[config.mk]
export PLATFORM = sky130hd
export DESIGN_NAME = bridge_gate_driver
export DESIGN_NICKNAME = d
export VERILOG_FILES = /design/src/rtl/bridge_gate_driver_pkg.sv /design/src/rtl/bridge_deadtime_leg.sv /design/src/rtl/bridge_gate_driver.sv
export SDC_FILE = /design/constraint.sdc
export NUM_CORES = 1
export LEC_CHECK = 0
export ABC_AREA = 1
export CELL_PAD_IN_SITES_DETAIL_PLACEMENT = 0
export CELL_PAD_IN_SITES_GLOBAL_PLACEMENT = 1
export CORE_MARGIN = 2
export CORE_UTILIZATION = 48
export CTS_BUF_LIST = sky130_fd_sc_hd__clkbuf_4 sky130_fd_sc_hd__clkbuf_8
export CTS_CLUSTER_SIZE = 14
export DETAILED_ROUTE_END_ITERATION = 12
export PLACE_DENSITY = 0.95
export SKIP_LAST_GASP = 1
export SYNTH_ARGS = -nofsm -noshare
export SYNTH_HDL_FRONTEND = slang
export SYNTH_SLANG_ARGS = --single-unit
[constraint.sdc]
create_clock -name i_clock -period 2.7 [get_ports i_clock]
set_input_delay 0.405 -clock i_clock [delete_from_list [all_inputs] [get_ports i_clock]]
set_output_delay 0.405 -clock i_clock [all_outputs]
set_load 0.1 [all_outputs]
[src/rtl/bridge_gate_driver_pkg.sv]
// Shared types and constants for the full-bridge gate driver: FSM encoding,
// fault-cause codes and the leg-to-gate-pin mapping.
package bridge_gate_driver_pkg;

   typedef enum logic [1:0] {
      ST_IDLE  = 2'd0,
      ST_ARM   = 2'd1,
      ST_RUN   = 2'd2,
      ST_FAULT = 2'd3
   } state_e;

   localparam logic [1:0] FC_NONE = 2'b00;
   localparam logic [1:0] FC_EXT  = 2'b01;
   localparam logic [1:0] FC_FREQ = 2'b10;

   localparam int MIN_HALF_DEFAULT = 20;

   // Q1 = leg A, Q2 = leg B; diagonal switch pairs share a leg.
   function automatic logic [7:0] map_gates(input logic q1, input logic q2);
      return {q1, q2, q2, q1, q1, q2, q2, q1};
   endfunction

endpackage

[src/rtl/bridge_deadtime_leg.sv]
// One bridge leg: the gate follows its command only after the command has
// been high for at least deadtime_i cycles.
module bridge_deadtime_leg #(
   parameter int DT_WIDTH = 10
) (
   input  logic                clk_i,
   input  logic                rst_ni,
   input  logic                cmd_i,
   input  logic [DT_WIDTH-1:0] deadtime_i,
   output logic                gate_o
);

   logic [DT_WIDTH-1:0] cnt_q, cnt_d;
   logic                gate_q, gate_d;

   always_comb begin
      cnt_d = '0;
      if (cmd_i) begin
         cnt_d = (cnt_q == '1) ? cnt_q : cnt_q + 1'b1;
      end
      gate_d = cmd_i && (cnt_q >= deadtime_i);
   end

   always_ff @(posedge clk_i or negedge rst_ni) begin
      if (!rst_ni) begin
         cnt_q  <= '0;
         gate_q <= 1'b0;
      end else begin
         cnt_q  <= cnt_d;
         gate_q <= gate_d;
      end
   end

   assign gate_o = gate_q;

endmodule

[src/rtl/bridge_gate_driver.sv]
// Full-bridge output stage: dead-time gate generation, enable sequencing,
// latched fault trip and sigma period measurement.
module bridge_gate_driver
   import bridge_gate_driver_pkg::*;
#(
   parameter int DT_WIDTH     = 10,
   parameter int PERIOD_WIDTH = 16,
   parameter int MIN_HALF     = MIN_HALF_DEFAULT
) (
   input  logic                    i_clock,
   input  logic                    i_RESET,
   input  logic                    i_sigma,
   input  logic                    i_enable,
   input  logic                    i_fault,
   input  logic                    i_clear_fault,
   input  logic [DT_WIDTH-1:0]     i_deadtime,
   output logic [7:0]              o_Q,
   output logic                    o_running,
   output logic                    o_fault,
   output logic [1:0]              o_fault_cause,
   output logic [PERIOD_WIDTH-1:0] o_period,
   output logic                    o_period_valid
);

   localparam logic [PERIOD_WIDTH:0] MIN_HALF_W = (PERIOD_WIDTH+1)'(MIN_HALF);

   state_e                  state_q, state_d;
   logic                    sigma_r_q, sigma_rr_q;
   logic                    fault_q, fault_d;
   logic [1:0]              cause_q, cause_d;
   logic                    running_q;
   logic [PERIOD_WIDTH-1:0] half_q, half_d;
   logic [PERIOD_WIDTH-1:0] per_cnt_q, per_cnt_d;
   logic [PERIOD_WIDTH-1:0] period_q, period_d;
   logic                    period_vld_q;
   logic [7:0]              q_q, q_d;
   logic                    sig_edge, sig_rise, short_half;
   logic [PERIOD_WIDTH:0]   half_len;
   logic                    gate_a, gate_b;

   assign sig_edge   = sigma_r_q != sigma_rr_q;
   assign sig_rise   = sigma_r_q && !sigma_rr_q;
   // Counter holds cycles-since-edge minus one; compare the true half-period length.
   assign half_len   = {1'b0, half_q} + 1'b1;
   assign short_half = half_len < MIN_HALF_W;

   bridge_deadtime_leg #(.DT_WIDTH(DT_WIDTH)) u_leg_a (
      .clk_i      (i_clock),
      .rst_ni     (i_RESET),
      .cmd_i      (~sigma_r_q),
      .deadtime_i (i_deadtime),
      .gate_o     (gate_a)
   );

   bridge_deadtime_leg #(.DT_WIDTH(DT_WIDTH)) u_leg_b (
      .clk_i      (i_clock),
      .rst_ni     (i_RESET),
      .cmd_i      (sigma_r_q),
      .deadtime_i (i_deadtime),
      .gate_o     (gate_b)
   );

   always_comb begin
      state_d = state_q;
      fault_d = fault_q;
      cause_d = cause_q;
      unique case (state_q)
         ST_IDLE: begin
            if (i_fault) begin
               state_d = ST_FAULT;
               fault_d = 1'b1;
               cause_d = FC_EXT;
            end else if (i_enable) begin
               state_d = ST_ARM;
            end
         end
         ST_ARM: begin
            if (i_fault) begin
               state_d = ST_FAULT;
               fault_d = 1'b1;
               cause_d = FC_EXT;
            end else if (!i_enable) begin
               state_d = ST_IDLE;
            end else if (sig_edge) begin
               state_d = ST_RUN;
            end
         end
         ST_RUN: begin
            if (i_fault) begin
               state_d = ST_FAULT;
               fault_d = 1'b1;
               cause_d = FC_EXT;
            end else if (sig_edge && short_half) begin
               state_d = ST_FAULT;
               fault_d = 1'b1;
               cause_d = FC_FREQ;
            end else if (!i_enable) begin
               state_d = ST_IDLE;
            end
         end
         ST_FAULT: begin
            if (i_clear_fault && !i_fault && !i_enable) begin
               state_d = ST_IDLE;
               fault_d = 1'b0;
               cause_d = FC_NONE;
            end
         end
         default: state_d = ST_IDLE;
      endcase
   end

   always_comb begin
      half_d    = sig_edge ? '0 : ((half_q == '1) ? half_q : half_q + 1'b1);
      per_cnt_d = sig_rise ? '0 : ((per_cnt_q == '1) ? per_cnt_q : per_cnt_q + 1'b1);
      period_d  = (per_cnt_q == '1) ? per_cnt_q : per_cnt_q + 1'b1;
      // Gating on the registered state blanks the gates one edge after leaving RUN.
      q_d       = (state_q == ST_RUN) ? map_gates(gate_a, gate_b) : 8'h00;
   end

   always_ff @(posedge i_clock or negedge i_RESET) begin
      if (!i_RESET) begin
         state_q      <= ST_IDLE;
         sigma_r_q    <= 1'b0;
         sigma_rr_q   <= 1'b0;
         fault_q      <= 1'b0;
         cause_q      <= FC_NONE;
         running_q    <= 1'b0;
         half_q       <= '0;
         per_cnt_q    <= '0;
         period_q     <= '0;
         period_vld_q <= 1'b0;
         q_q          <= 8'h00;
      end else begin
         state_q      <= state_d;
         sigma_r_q    <= i_sigma;
         sigma_rr_q   <= sigma_r_q;
         fault_q      <= fault_d;
         cause_q      <= cause_d;
         running_q    <= (state_d == ST_RUN);
         half_q       <= half_d;
         per_cnt_q    <= per_cnt_d;
         period_vld_q <= sig_rise;
         q_q          <= q_d;
         if (sig_rise) begin
            period_q <= period_d;
         end
      end
   end

   assign o_Q            = q_q;
   assign o_running      = running_q;
   assign o_fault        = fault_q;
   assign o_fault_cause  = cause_q;
   assign o_period       = period_q;
   assign o_period_valid = period_vld_q;

endmodule

**Word-level counts from Yosys, hierarchy flattened**

Index checks and enable logic that the tools add are counted.
Widths: inputs -> output; s select.

- Flip-flop bits (word level): 87
- Output and inout bits: 29

- Add/subtract/negate cells: 5
- Magnitude comparators: 3
- Eq/ne operators: 15
- Multiplexer cells: 29
- Bitwise gates (word level): 1
- Reduce and logical (&&, ||, !) cells: 12

Operators with widths:

| kind | number |
|---|---|
| $mux 16 | 4 |
| $mux 10 | 4 |
| $add 16x1->16 const B | 2 |
| $eq 16x16->1 const B | 2 |
| $mux 2 | 13 |
| $add 10x1->10 const B | 2 |
| $eq 10x10->1 const B | 2 |
| $ge 10x10->1 | 2 |
| $add 16x1->17 const B | 1 |
| $lt 17x5->1 const B | 1 |
| $mux 8 | 1 |
| $ne 2x2->1 const B | 4 |
| $pmux 2 s4 | 1 |
| $eq 2x2->1 const B | 3 |
| $logic_and 1x1->1 | 6 |
| $pmux 2 s3 | 1 |
| $mux 1 | 4 |
| $logic_not 1->1 | 3 |
| $ne 3x3->1 const B | 1 |
| $pmux 1 s3 | 1 |
| $reduce_and 3->1 | 1 |
| $eq 2x1->1 const B | 1 |
| $logic_not 2->1 | 1 |
| $ne 2x1->1 const B | 1 |
| other kinds (3) | 3 |

**Longest topological paths before layout**

Gate-level depths: netlist of the first run.

- Depth in word-level cells: 7
- Mapped depth: 15
- Mapped depth without buffers: 15

**Hierarchy**

Synthesis of the first run repeated with hierarchy kept, for this count alone.

- Cell total of the unflattened synthesis: 613
- Area total of the unflattened synthesis: 4853.4 µm²

By module, submodules not included:

| module | instances | cells an instance | area an instance (µm²) |
|---|---|---|---|
| bridge_gate_driver | 1 | 375 | 3061.7 |
| bridge_deadtime_leg | 2 | 119 | 895.9 |

**Worst setup path before layout of the first run**

OpenSTA, ideal clock, no wires.

- Kind: flip-flop to output port
- Start point: register o_Q[6] (netlist name)
- End point: output o_Q[2]
- Arrival: 1.357 ns
- Required time: 2.295 ns
- Slack: 0.938 ns
- Stages on the path, launching flop included: 2
- Buffers on the path: 1
- Cell sequence: dfrtp_1 > buf_4

RTL lines:

| what | line | RTL |
|---|---|---|
| to (decl) | bridge_gate_driver.sv:17 | `output logic [7:0] o_Q,` |

**Final worst setup path of the first run**

- Start point: register sigma_r_q
- End point: register fault_q, in the netlist o_fault

- Word-level cells in the longest chain between the ends: 4

RTL lines:

| what | line | RTL |
|---|---|---|
| from (decl) | bridge_gate_driver.sv:28 | `logic sigma_r_q, sigma_rr_q;` |
| from (signal assigned) | bridge_gate_driver.sv:135 | `sigma_r_q <= i_sigma;` |
| $ne 1x1->1 | bridge_gate_driver.sv:41 | `assign sig_edge = sigma_r_q != sigma_rr_q;` |
| $logic_and 1x1->1 | bridge_gate_driver.sv:93 | `end else if (sig_edge && short_half) begin` |
| $ne 3x3->1 (no line) | - |  |
| $reduce_and 3->1 (no line) | - |  |
| to (signal assigned) | bridge_gate_driver.sv:137 | `fault_q <= fault_d;` |
| to (decl) | bridge_gate_driver.sv:29 | `logic fault_q, fault_d;` |

No other way between the ends.
A chain may end at the register's enable or synchronous reset.

==> results of run 1 <==
-- cells by family (layout without fill, tap and decap cells) --
family          after synthesis  after routing  share of synthesized area, %
compound gates               89             89                          11.6
xor+xnor                     12             12                          2.33
fa+ha+maj                    25             25                          6.95
buf+inv                      95            145                          8.42
flops                        81             81                          45.0
mux                           1              1                         0.222
simple gates                263            263                          25.5
-- worst paths after layout --
kind,from,to,slack (ns),cells past startpoint
setup / recovery,sigma_r_q,o_fault,0.54,11
hold / removal,i_RESET,o_fault,0.08,1
setup reg to reg,sigma_r_q,o_fault,0.54,11
hold reg to reg,u_leg_b.gate_o,o_Q[6],0.48,2
max in group asynchronous,i_RESET,u_leg_a.cnt_q[8],2.01,2
min in group i_clock,u_leg_b.gate_o,o_Q[6],0.48,2
-- worst max-delay path, cell delays in order (launching register included) --
cell and delay, ns:
dfrtp_1 0.39, ha_1 0.40, inv_1 0.43, o21ai_1 0.15, nor2_1 0.15, nand2_1 0.07, nor2_1 0.08, nand2_1 0.08
nand3_1 0.10, nand2_2 0.07, nand2_1 0.08, nand2_1 0.05
-- state kept, by name, summed over array words and instances (netlist names) --
name            count
half_q             16
o_period           16
per_cnt_q          16
u_leg_a.cnt_q      10
u_leg_b.cnt_q      10
o_Q                 2
o_fault_cause       2
state_q             2
o_fault             1
o_period_valid      1
o_running           1
sigma_r_q           1
sigma_rr_q          1
u_leg_a.gate_o      1
u_leg_b.gate_o      1
-- per-layer routing --
layer | GRT usage [%] | wire, um
met5 | 0 | 0
met4 | 6.85 | 137
met2 | 33.4 | 4630
met3 | 2.84 | 276
met1 | 26.8 | 4510
-- report_power, final --
part | total [mW] | internal (mW) | switching (mW)
Combinational | 0.984 | 0.243 | 0.741
Sequential | 1.41 | 1.32 | 0.0879
Clock | 1.04 | 0.542 | 0.493
Total | 3.43 | 2.11 | 1.32
-- cells in the final DEF, fill, tap and decap left out, types with 6 or more instances in the layout --
cell             instances
nand2_1                120
dfrtp_1                 81
inv_1                   80
nor2_1                  66
o21ai_0                 37
buf_4                   32
nand3_1                 31
ha_1                    25
a21oi_1                 19
nand4_1                 15
clkdlybuf4s50_1         14
a31oi_1                 13
nor3_1                  11
clkbuf_8                 9
xor2_1                   8
nand2_2                  6
-- layout make-up --
type | instances | share of cell area (%)
inverter | 82 | 5.91
clock buffer | 9 | 2.38
tap | 111 | 2.67
sequential | 81 | 39.0
multi-input combinational | 390 | 40.3
timing repair buffer | 47 | 7.69
clock inverter | 7 | 2.09
==> impl_metrics.json, run 1 <==
{
  "fin_worst_skew_ns": 0.00887,
  "fin_crit_ns": 2.16,
  "grt_pass1_wl_um": 16300,
  "synth_top_area_share_pct": 45.0,
  "final.setup.worst_slack_ns": 0.536,
  "final_hold_viol_count": 0,
  "critical_path.max_fanout": 16,
  "antennaDiodeCount": 0,
  "synth_edf_count": 0,
  "grt_overflow": 0,
  "cts_tree": "done",
  "synth.avg_cell_area_sq_um": 7.96,
  "finalSetupViolCount": 0,
  "numCtsBuffers": 9,
  "syn_to_final_growth_pct": 15.6,
  "post-route-util_pct": 56.9,
  "layout.nets": 652,
  "yosysSeqAreaShare_pct": 45.0,
  "ys_seq_elements": 81,
  "power_mw": 3.43,
  "finish.instance_area_sq_um": 5200,
  "finalWirelength_um": 9560,
  "multi_input_area_sq_um": 2100,
  "root_buffer": "clkbuf_8",
  "path_class": "flip-flop to flip-flop",
  "syn-num-nets": 607,
  "dp_hpwl_um": 7220,
  "worst_slew_pin_slew_ns": 0.665,
  "cts_resized": 0,
  "final_cells": 727,
  "ios": 45,
  "maxCapViolCount": 0,
  "syn_inst": 566,
  "grt_max_degree": 52,
  "place.gp.congestion": 0.865,
  "synth.most_common_cell": "nand2_1",
  "cts.path.max_buffers": 2,
  "fillers": 854,
  "finalSetupTns_ns": 0,
  "critPathRequiredTime_ns": 2.95,
  "drt_first_iter_violations": 156,
  "critPathArrivalTime_ns": 2.41,
  "power.density_nw_per_um2": 659,
  "outcome": "finished, final reports clean",
  "dpl_cell_area_sq_um": 4970,
  "dr.pass1.iters": 5,
  "yosys-top-cells-count": "nand2_1 (120), dfrtp_1 (81), inv_1 (80)",
  "ff_latch_area_sq_um": 2030,
  "ant_nets": 0,
  "cts_setup_buffers": 0,
  "drive_above_1_share_pct": 11.4,
  "slew_headroom_pct": 55.7,
  "postCtsHoldBufs": 0,
  "drv_slew": 0,
  "yosysTopAreaCell": "dfrtp_1",
  "clkSinkCount": 81,
  "ir_drop_mv": 0.778,
  "die_x_um": 101,
  "grt_pass1_vias": 3626,
  "post-place-ws_ns": 0.544,
  "io_buffers": 44,
  "die-height_um": 101,
  "dp_cells": 711,
  "htreeDepth": 3,
  "yosysUniqueCellTypes": 37,
  "clk_pin_slew_ns": 0.09,
  "rsz0062_at_grt": "false",
  "ys.flop_type": "dfrtp_1",
  "fmax_mhz": 462,
  "start_util_pct": 49.2,
  "start_kind": "flip-flop",
  "wl_per_cell_um": 13.1,
  "holdWs_ns": 0.0806,
  "track_usage_pct": 20.0,
  "endpoint_kind": "flip-flop",
  "synth.area.top_cells": "dfrtp_1 (45%), nand2_1 (10%), ha_1 (6.9%)",
  "die_area_sq_um": 10200,
  "std_cell_rows": 35,
  "leakage_nw": 2.53,
  "vias": 3830,
  "viasPerCell": 5.27,
  "insertion_delay_ns": 0.35,
  "drc": 0,
  "async_flop_share_pct": 100,
  "syn_area_sq_um": 4500,
  "yosys_warnings": 0,
  "core_sq_um": 9150,
  "min_period_over_period_pct": 80.2,
  "antenna_found_initial": 0,
  "min_path_type": "input port to async pin"
}
(Power assumes the default switching activity.)
==> run 2, diff against run 1 <==
CORE_UTILIZATION = 44   (was 48)
PLACE_DENSITY = 0.88   (was 0.95)
clock period = 2.3 ns   (was 2.7 ns; I/O delays follow)
==> impl_metrics.json, run 2 (synthesis gave the netlist of run 1 again) <==
{
  "holdWs_ns": 0.483,
  "fmax_mhz": 513,
  "final.setup.worst_slack_ns": 0.350,
  "antenna_found_initial": 0,
  "final_cells": 753,
  "grt_pass1_vias": 3750,
  "mostFrequentLayoutCells": "nand2_1 (120), dfrtp_1 (81), inv_1 (80)",
  "drv_slew": 0,
  "finish.instance_area_sq_um": 5260,
  "wl_per_cell_um": 13.0,
  "power_mw": 4.02,
  "leakage_nw": 2.55,
  "path_class": "flip-flop to flip-flop",
  "dp_cells": 736,
  "numCtsBuffers": 9,
  "ir_drop_mv": 0.451,
  "track_usage_pct": 19.2,
  "slew_headroom_pct": 55.8,
  "min_path_type": "flip-flop to flip-flop",
  "worst_slew_pin_slew_ns": 0.663,
  "fillers": 918,
  "fin_worst_skew_ns": 0.0124,
  "ant_nets": 0,
  "finalSetupViolCount": 0,
  "final_hold_viol_count": 0,
  "drt_first_iter_violations": 216,
  "grt_max_degree": 47,
  "critPathArrivalTime_ns": 2.20,
  "r2r_setup_slack_ns": 0.35,
  "fin_crit_ns": 1.95,
  "post-place-ws_ns": 0.326,
  "grt_overflow": 0,
  "grt_pass1_wl_um": 17400,
  "vias": 3864,
  "cts_setup_buffers": 0,
  "place.gp.congestion": 0.840,
  "layout.nets": 656,
  "clkSinkCount": 81,
  "root_buffer": "clkbuf_8",
  "ios": 45,
  "io_buffers": 44,
  "outcome": "finished, final reports clean",
  "insertion_delay_ns": 0.35,
  "start_util_pct": 45.6,
  "antennaDiodeCount": 0,
  "dpl_cell_area_sq_um": 5020,
  "drc": 0,
  "critical_path.max_fanout": 4,
  "std_cell_rows": 36,
  "finalSetupTns_ns": 0,
  "die-height_um": 105,
  "post-route-util_pct": 53.3,
  "endpoint_kind": "flip-flop",
  "die_x_um": 105,
  "syn_to_final_growth_pct": 16.8,
  "clk_pin_slew_ns": 0.09,
  "dr.pass1.iters": 8,
  "critPathRequiredTime_ns": 2.55,
  "core_sq_um": 9860,
  "cts_tree": "done",
  "power.density_nw_per_um2": 764,
  "finalWirelength_um": 9820,
  "die_area_sq_um": 11100,
  "maxCapViolCount": 0,
  "min_period_over_period_pct": 84.8,
  "final_common_cell": "nand2_1",
  "drive_above_1_share_pct": 11.8,
  "htreeDepth": 3,
  "rsz0062_at_grt": "false",
  "start_kind": "flip-flop",
  "viasPerCell": 5.13,
  "dp_hpwl_um": 7190,
  "cts.path.max_buffers": 2
}
run 2: cell types whose count changed in the layout (fill, tap and decap cells not counted):
cell           before  now
dlygate4sd3_1       0    1
clkinv_2            0    1
clkbuf_8            9   10
clkinvlp_4          0    1
inv_6               2    1
inv_8               2    0
buf_4              32   35
run 2: repair_timing:
action,in CTS,in global routing
gates resized for setup,0,0
endpoints found under the setup margin,0,0
hold buffers,1,0
endpoints found under the hold margin,35,0
run 2: final timing paths:
| path | to | start | cells past startpoint |
|---|---|---|---|
| min | o_Q[6] | u_leg_b.gate_o | 2 |
| min in group asynchronous | half_q[11] | i_RESET | 2 |
| max reg2reg | u_leg_a.cnt_q[7] | u_leg_a.cnt_q[1] | 12 |
| max in group asynchronous | per_cnt_q[9] | i_RESET | 3 |
| max | u_leg_a.cnt_q[7] | u_leg_a.cnt_q[1] | 12 |
| min reg2reg | o_Q[6] | u_leg_b.gate_o | 2 |
run 2: where the power goes:
group	internal (mW)	switching (mW)
logic	0.290	0.871
registers	1.55	0.101
clock network	0.646	0.558
total	2.49	1.53
run 2: layer usage:
layer	vias up	GRT usage, %	share of wire (%)	routed length, um
met1	1829	26.1	48	4720
met3	9	3.74	3.0	292
li1	1950	-	-	-
met5	-	0	0	0
met2	76	31.6	48	4710
met4	0	4.86	0.99	97
run 2: worst max-delay path, cell delays in order, from the launching register on:
cell,delay (ns)
dfrtp_1,0.41
ha_1,0.18
nand2_1,0.10
nor2_1,0.13
nand3_1,0.11
nor3_1,0.30
nand2_1,0.11
nor2_1,0.17
nor2_1,0.08
nand2_1,0.08
nor2_1,0.06
nand2_1,0.06
a21oi_1,0.06
run 2: cell type report:
type | count | area [sq um] | share of cell area [%]
multi-input combinational | 390 | 2100 | 39.9
sequential | 81 | 2030 | 38.5
timing repair buffer | 51 | 433 | 8.23
inverter | 82 | 308 | 5.85
tap | 133 | 166 | 3.16
clock buffer | 10 | 138 | 2.62
clock inverter | 6 | 90.1 | 1.71
==> run 3, diff against run 2 <==
CORE_UTILIZATION = 40   (was 44)
PLACE_DENSITY = 0.85   (was 0.88)
clock period = 1.7 ns   (was 2.3 ns; I/O delays follow)
==> impl_metrics.json, run 3 (synthesis gave the netlist of run 1 again) <==
{
  "fin_worst_skew_ns": 0.0100,
  "final_common_cell": "nand2_1",
  "top_layer_used": "met4",
  "wl_per_cell_um": 14.0,
  "path_class": "flip-flop to flip-flop",
  "fmax_mhz": 536,
  "start_kind": "flip-flop",
  "grt_max_degree": 32,
  "fillers": 970,
  "r2r_cells": 15,
  "io_buffers": 44,
  "power.density_nw_per_um2": 939,
  "syn_to_final_growth_pct": 42.0,
  "fin_crit_ns": 1.87,
  "min_path_type": "input port to async pin",
  "dpl_cell_area_sq_um": 5760,
  "met3_length_um": 357,
  "clockPowerShare_pct": 27.3,
  "slew_headroom_pct": 65.2,
  "ios": 45,
  "finalSetupViolCount": 10,
  "clk_pin_slew_ns": 0.09,
  "critical_path.max_fanout": 7,
  "critPathSlowestCell": "dfrtp_1",
  "violations": "setup timing",
  "seq_power_share_pct": 38.2,
  "core_sq_um": 10900,
  "start_util_pct": 41.2,
  "min_period_over_period_pct": 110,
  "worst-path-buf-inv": 4,
  "multi_input_area_sq_um": 2390,
  "antennaDiodeCount": 0,
  "std_cell_rows": 38,
  "insertion_delay_ns": 0.37,
  "layout.nets": 716,
  "ir_drop_mv": 1.02,
  "critPathArrivalTime_ns": 2.13,
  "antenna_found_initial": 0,
  "post-route-util_pct": 58.5,
  "leakage_nw": 3.04,
  "wl_met2_um": 5580,
  "drt_first_iter_violations": 172,
  "critPathRequiredTime_ns": 1.97,
  "htreeDepth": 3,
  "track_usage_pct": 20.2,
  "power_frac_comb_pct": 34.5,
  "switching_share_pct": 38.0,
  "die-height_um": 110,
  "place.gp.congestion": 0.887,
  "grt_pass1_wl_um": 19300,
  "die_area_sq_um": 12100,
  "numCtsBuffers": 9,
  "final_hold_viol_count": 0,
  "drv_slew": 0,
  "cp_top_family": "simple AND/OR/NAND/NOR gates",
  "cts.path.max_buffers": 2,
  "finish.instance_area_sq_um": 6400,
  "viasPerCell": 5.14,
  "clkSinkCount": 81,
  "endpoint_kind": "flip-flop",
  "vias": 4212,
  "p_sw_mw": 2.28,
  "ant_nets": 0,
  "rsz0062_at_grt": "true",
  "wl_met1_um": 5370,
  "p_int_mw": 3.72,
  "die_x_um": 110,
  "drive_above_1_share_pct": 27.6,
  "r2r_setup_slack_ns": -0.17,
  "slowest_delay_ns": 0.43,
  "dp_hpwl_um": 8130,
  "outcome": "finished with violations",
  "final.setup.worst_slack_ns": -0.167,
  "ff_latch_area_sq_um": 2030,
  "cp_cell_sequence": "buf_6 > nand2_4 > nor2_4 > buf_12 > buf_4 > nand4_1 > nand2_1 > nor2_2 > nand2_1 > nor2_1 > nand2_1 > nand2_2 > nand2_4 > nand4_4 > inv_2",
  "root_buffer": "clkbuf_8",
  "post-place-ws_ns": -0.145,
  "drc": 0,
  "timing.rr.end": "o_running",
  "maxCapViolCount": 0,
  "dr.pass1.iters": 4,
  "grt_pass1_vias": 4228,
  "finalWirelength_um": 11500,
  "worst_slew_pin_slew_ns": 0.518,
  "mostFrequentLayoutCells": "nand2_1 (110), dfrtp_1 (79), inv_1 (74)",
  "grt_overflow": 0,
  "path_common_cell": "nand2_1",
  "cts_tree": "done",
  "r2r_start": "half_q[1]"
}
-- run 3: power by group through the flow --
stage / logic [mW] / clock network, mW / registers (mW)
CTS: 1.96 / 1.65 / 2.28
detailed placement: 1.91 / 0 / 2.32
finish: 2.07 / 1.64 / 2.30
global route: 2.22 / 1.76 / 2.32
floorplan: 0.546 / 0 / 2.91
global placement: 1.87 / 0 / 2.31
-- run 3: worst max-delay path by stage --
stage	endpoint	slack (ns)	cells after the start	start
after floorplan	o_fault	0.01	14	half_q[1]
after global placement	u_leg_b.gate_o	-0.11	9	i_deadtime[7]
after detailed placement	u_leg_a.gate_o	-0.14	10	i_deadtime[9]
after CTS	state_q[1]	-0.11	13	half_q[1]
after global routing	o_running	-0.28	16	half_q[0]
final	o_running	-0.17	15	half_q[1]
-- run 3: per-stage QoR --
stage / cells / hold WS, ns / TNS [ns] / power (mW)
after floorplan: 566 / -0.0406 / 0 / 3.45
after global placement: 791 / 0.172 / -0.637 / 4.18
after detailed placement: 791 / 0.177 / -1.34 / 4.23
after CTS: 814 / 0.330 / -0.516 / 5.90
after global routing: 820 / 0.349 / -3.54 / 6.30
final: 820 / 0.336 / -1.03 / 6.01
-- run 3: timing repair --
action | in CTS | in global routing
setup endpoints to repair | 21 | 59
hold buffers | 1 | 0
gates resized for setup | 17 | 63
hold endpoints to repair | 19 | 0
pin swaps | 9 | 31
setup buffers | 6 | 7
-- run 3: area by class of cell --
type	count	area share (%)
Inverter	82	4.85
Timing Repair Buffer	111	19.7
Sequential cell	81	31.7
Tap cell	140	2.74
Clock buffer	9	1.94
Clock inverter	7	1.58
Multi-Input combinational cell	390	37.4
-- run 3: layer usage --
layer,track usage (%),up-vias
li1,-,2080
met1,27.6,2041
met2,32.6,73
met3,3.47,18
met4,6.52,0
met5,0,-
==> RTL change 1: new RTL, config.mk and constraints of run 3 <==
Make the reset (`i_RESET` and `rst_ni`) synchronous in 2 clocked blocks.
--- a/src/rtl/bridge_deadtime_leg.sv
+++ b/src/rtl/bridge_deadtime_leg.sv
@@ -23,3 +23,3 @@
 
-   always_ff @(posedge clk_i or negedge rst_ni) begin
+   always_ff @(posedge clk_i) begin
       if (!rst_ni) begin
--- a/src/rtl/bridge_gate_driver.sv
+++ b/src/rtl/bridge_gate_driver.sv
@@ -119,3 +119,3 @@
 
-   always_ff @(posedge i_clock or negedge i_RESET) begin
+   always_ff @(posedge i_clock) begin
       if (!i_RESET) begin
Formal check against the unedited RTL: differs if i_RESET is asserted again (counterexample within 4 cycles, from zero or initial values and one cycle with i_RESET low); with i_RESET held inactive, the same outputs for 10 cycles.
==> RTL change 1 against run 3 <==
  * The flow still finishes with violations (negative setup slack)
  * Critical path depth rose by 1
  * Synthesized cell count up 2.8%
  * Setup slack better by 0.056 ns
  * First-iteration DRC count decreased by 28%
  * Fmax increased by 3.1%
  * Via count down 0.97%
  * Cell area decreased by 2.5%
  * Area after synthesis shrank 7.1%
  * Sequential cell count stayed put
  * Routed wire length shrank 7.0%
  * Critical endpoint is now o_running$_SDFF_PN0_
Power is not compared: it rests on default switching activity, and its combinational part moved more than twofold at a synthesized area within 25%.
==> RTL change 1: results (changes against run 3) <==
* Largest stage delay, worst path at 0.38 ns (-0.05 ns)
* Ys async rst share at 0 (-1.000)
* Final wirelength at 10.71 mm (-7.0%)
* Comb_multi_in at 393 (+0.77%)
* Sequential share of the synthesized area at 0.3878 (-0.06233)
* Met2 Use GR at 0.3223 (-0.003247)
* Syn_area_per_cell at 7.185 sq um (-9.7%)
* GRT Overall Usage at 0.1878 (-0.01375)
* Critical Path AT at 2.08 ns (-0.05 ns)
* Top cells by area, synth: dfxtp_1, nand2_1, inv_1, ha_1, nor2_1
* Vias in the first global route at 3947 (-6.6%)
* Proportion of synthesized area in mux cells at 0.002394 (+0.0001709)
* Met3 wire length at 351 um (-1.7%)
* R2r endpoint: o_running$_SDFF_PN0_
* Placed cell count at 812 (+2.7%)
* Placer Congestion at 0.8973 (+1.2%)
* Fraction of area in registers at 0.2655 (-0.05179)
* DRT iter0 DRCs at 123 (-28%)
* Share of layout cells above drive strength 1 at 0.2883 (+0.01183)
* Worst hold-check path type: reg2reg
* CP max stage cell: dfxtp_4
* List of most frequent post-synthesis cells: nand2_1, inv_1, dfxtp_1
* WL met1 at 4.760 mm (-11%)
* Final setup violating endpoints at 20 (+10)
* Nets at 754 (+5.3%)
* Final hold slack at 0.4781 ns (+0.1422 ns)
* Placed Area at 0.005530 sq mm (-4.0%)
* Synth Flop Type: dfxtp_1
* Final clock-cell share at 0.03371 (-0.001497)
* Core area at 0.01023 sq mm (-6.4%)
* Buffers excl. clock at 132 (+19%)
* Status: finished, violations left
* Reg-to-Reg Start: half_q[1]$_SDFFE_PP0N_
* Syn Nets at 623 (+2.6%)
* First-pass GRT wire length at 17.26 mm (-11%)
* Critical Path Start: half_q[1]$_SDFFE_PP0N_
* Fillers at 868 (-11%)
* Met3 Resource Use GR at 0.02820 (-0.006482)
* Complex-gate fraction of the synthesized area at 0.1200 (+0.004123)
* Slew Limit Headroom at 0.6933 (+0.04110)
* Count of clock buffers in the final design at 10 (+1)
* Worst setup margin at -0.1115 ns (+0.05576 ns)
* Post-Synth Adder-Cell Area at 0.07481 (+0.005342)
* Largest net degree at the start of global routing at 20 (-38%)
* Worst reg2reg path depth at 16 (+1)
* Fin area at 0.006235 sq mm (-2.5%)
* Worst-path fanout max at 5 (-2)
* Yosys cell types at 35 (-5.4%)
* HPWL after detailed placement at 7.855 mm (-3.4%)
* Met2 wire length at 5.323 mm (-4.5%)
* Worst clock skew at 0.01094 ns (+0.0009263 ns)
* Invs w/o clock at 96 (+17%)
* Setup TNS at -0.9710 ns (+0.06140 ns)
* Place WS at -0.1383 ns (+0.006640 ns)
* Failing checks: negative setup slack
* Non-clock buffering overhead at 0.2262 (+0.02879)
==> RTL change 1: cell count changes after synthesis, sizes merged, moves of 3 or more <==
| cell | delta |
|---|---|
| dfrtp | -81 |
| dfxtp | +81 |
| nor2 | -15 |
| inv | +14 |
| a21oi | +7 |
| a31oi | -5 |
| or2 | +4 |
| a211oi | +3 |
| nand3 | +3 |
==> RTL change 1: report_power, final <==
| group | total (mW) | switching (mW) | internal (mW) |
|---|---|---|---|
| Combinational | 0.658 | 0.396 | 0.262 |
| Clock | 1.49 | 0.754 | 0.737 |
| Sequential | 2.01 | 0.0636 | 1.95 |
| Total | 4.16 | 1.21 | 2.94 |
==> RTL change 1: repair_timing <==
item,in CTS,in global routing
pin swaps,12,24
setup buffers,9,17
resized for setup,22,66
endpoints found under the setup margin,29,42
==> RTL change 2: new RTL, config.mk and constraints of run 3 <==
Made on the original files. `DT_WIDTH` is set to 10 in 2 places; all go to 20.
--- a/src/rtl/bridge_deadtime_leg.sv
+++ b/src/rtl/bridge_deadtime_leg.sv
@@ -3,3 +3,3 @@
 module bridge_deadtime_leg #(
-   parameter int DT_WIDTH = 10
+   parameter int DT_WIDTH = 20
 ) (
--- a/src/rtl/bridge_gate_driver.sv
+++ b/src/rtl/bridge_gate_driver.sv
@@ -5,3 +5,3 @@
 #(
-   parameter int DT_WIDTH     = 10,
+   parameter int DT_WIDTH     = 20,
    parameter int PERIOD_WIDTH = 16,
Interface: changed (resized i_deadtime); port bits go from 45 to 55. No check against the original RTL was run, so the function may have changed too.
==> RTL change 2 against run 3 <==
  * The run still ends with negative setup slack left
  * Count of clock-buffer cells in the layout stayed put
  * Area after synthesis is 40% higher
  * Setup slack worse by 0.099 ns
  * Routed wire length is 51% higher
  * Cell area is 45% higher
  * First-iteration DRC count grew to 2.6 times the old value
  * Sequential cell count is 20 higher
  * Die area is 38% higher
  * Non-clock buffer count is 80 higher
  * Fmax is 5.0% lower
  * Combinational power is 4% higher
  * Core utilization is 2.4 points higher
  * Total power is 11% higher
  * Hold slack worse by 0.059 ns
  * Critical path type unchanged
  * Critical endpoint is now per_cnt_q[10]$_DFF_PN0_
==> RTL change 2: results (changes against run 3) <==
* Setup TNS at -4.731 ns (-3.698 ns)
* Slew Limit Headroom at 0.6768 (+0.02455)
* Buffers excl. clock at 191 (+72%)
* Comb_multi_in at 567 (+45%)
* Yosys cell types at 47 (+27%)
* Place WS at -0.2913 ns (-0.1463 ns)
* Syn_area_per_cell at 7.879 sq um (-0.97%)
* Status: finished, violations left
* Non-clock buffering overhead at 0.2106 (+0.01323)
* HPWL after detailed placement at 12.17 mm (+50%)
* Clk pin slew, worst setup/hold paths at 0.12 ns (+0.03 ns)
* R2R Setup Slk at -0.27 ns (-0.10 ns)
* Placed cell count at 1159 (+47%)
* Largest stage delay, worst path at 0.40 ns (-0.03 ns)
* Invs w/o clock at 115 (+40%)
* Skew-Pair Late Insertion Delay at 0.40 ns (+0.03 ns)
* Number of setup buffers added after CTS at 9 (+3)
* Share of layout cells above drive strength 1 at 0.3394 (+0.06292)
* GRT Overall Usage at 0.2059 (+0.004329)
* Failing checks: negative setup slack
* Post_cts resized at 28 (+11)
* Final setup violating endpoints at 50 (+40)
* Fillers at 1286 (+33%)
* DRT iter0 DRCs at 443 (+160%)
* Nets at 1056 (+47%)
* First-pass GRT wire length at 27.47 mm (+42%)
* Largest net degree at the start of global routing at 41 (+28%)
* Worst clock skew at 0.01638 ns (+0.006366 ns)
* Post-Synthesis Cells at 798 (+41%)
* Worst setup margin at -0.2659 ns (-0.09865 ns)
* Syn Nets at 869 (+43%)
RTL change 2: cell types whose count changed after synthesis, sizes merged, moves of 14 or more:
cell	delta
nand2	+41
inv	+33
a21oi	+22
nor2	+22
dfrtp	+20
ha	+20
nand3	+19
nand4	+17
o21ai	+15
nor3	+14
RTL change 2: per-layer routing:
| layer | vias to the layer above | wire length [um] | share of wire | GRT usage |
|---|---|---|---|---|
| met5 | - | 0 | 0 | 0 |
| met3 | 20 | 858 | 0.049 | 0.04666 |
| met4 | 0 | 264 | 0.015 | 0.05179 |
| met2 | 149 | 8607 | 0.49 | 0.3344 |
| li1 | 3044 | - | - | - |
| met1 | 2869 | 7699 | 0.44 | 0.2796 |
RTL change 2: final timing paths:
path | end | from | depth (start not counted)
max reg2reg | per_cnt_q[10]$_DFF_PN0_ | per_cnt_q[0]$_DFF_PN0_ | 10
min | o_period[6]$_DFFE_PN0P_ | i_RESET | 2
min reg2reg | o_Q[6]$_DFF_PN0_ | u_leg_b.gate_o$_DFF_PN0_ | 2
max in group asynchronous | u_leg_b.cnt_q[1]$_DFFE_PN0P_ | i_RESET | 3
max | per_cnt_q[10]$_DFF_PN0_ | per_cnt_q[0]$_DFF_PN0_ | 10
min in group i_clock | sigma_r_q$_DFF_PN0_ | i_sigma | 1
RTL change 2: power by group through the flow:
stage | registers [mW] | logic (mW) | clock network (mW)
after floorplan | 3.38 | 0.562 | 0
after detailed placement | 2.79 | 1.99 | 0
after global routing | 2.79 | 2.31 | 1.90
after global placement | 2.78 | 1.97 | 0
final | 2.76 | 2.15 | 1.74
after CTS | 2.75 | 2.01 | 1.77
RTL change 2: cells by family after synthesis:
family | share of synthesized area
fa+ha+maj | 0.08955
compound gates | 0.1144
buf+inv | 0.08179
xor+xnor | 0.01373
flops | 0.4020
mux | 0.001592
simple gates | 0.2969
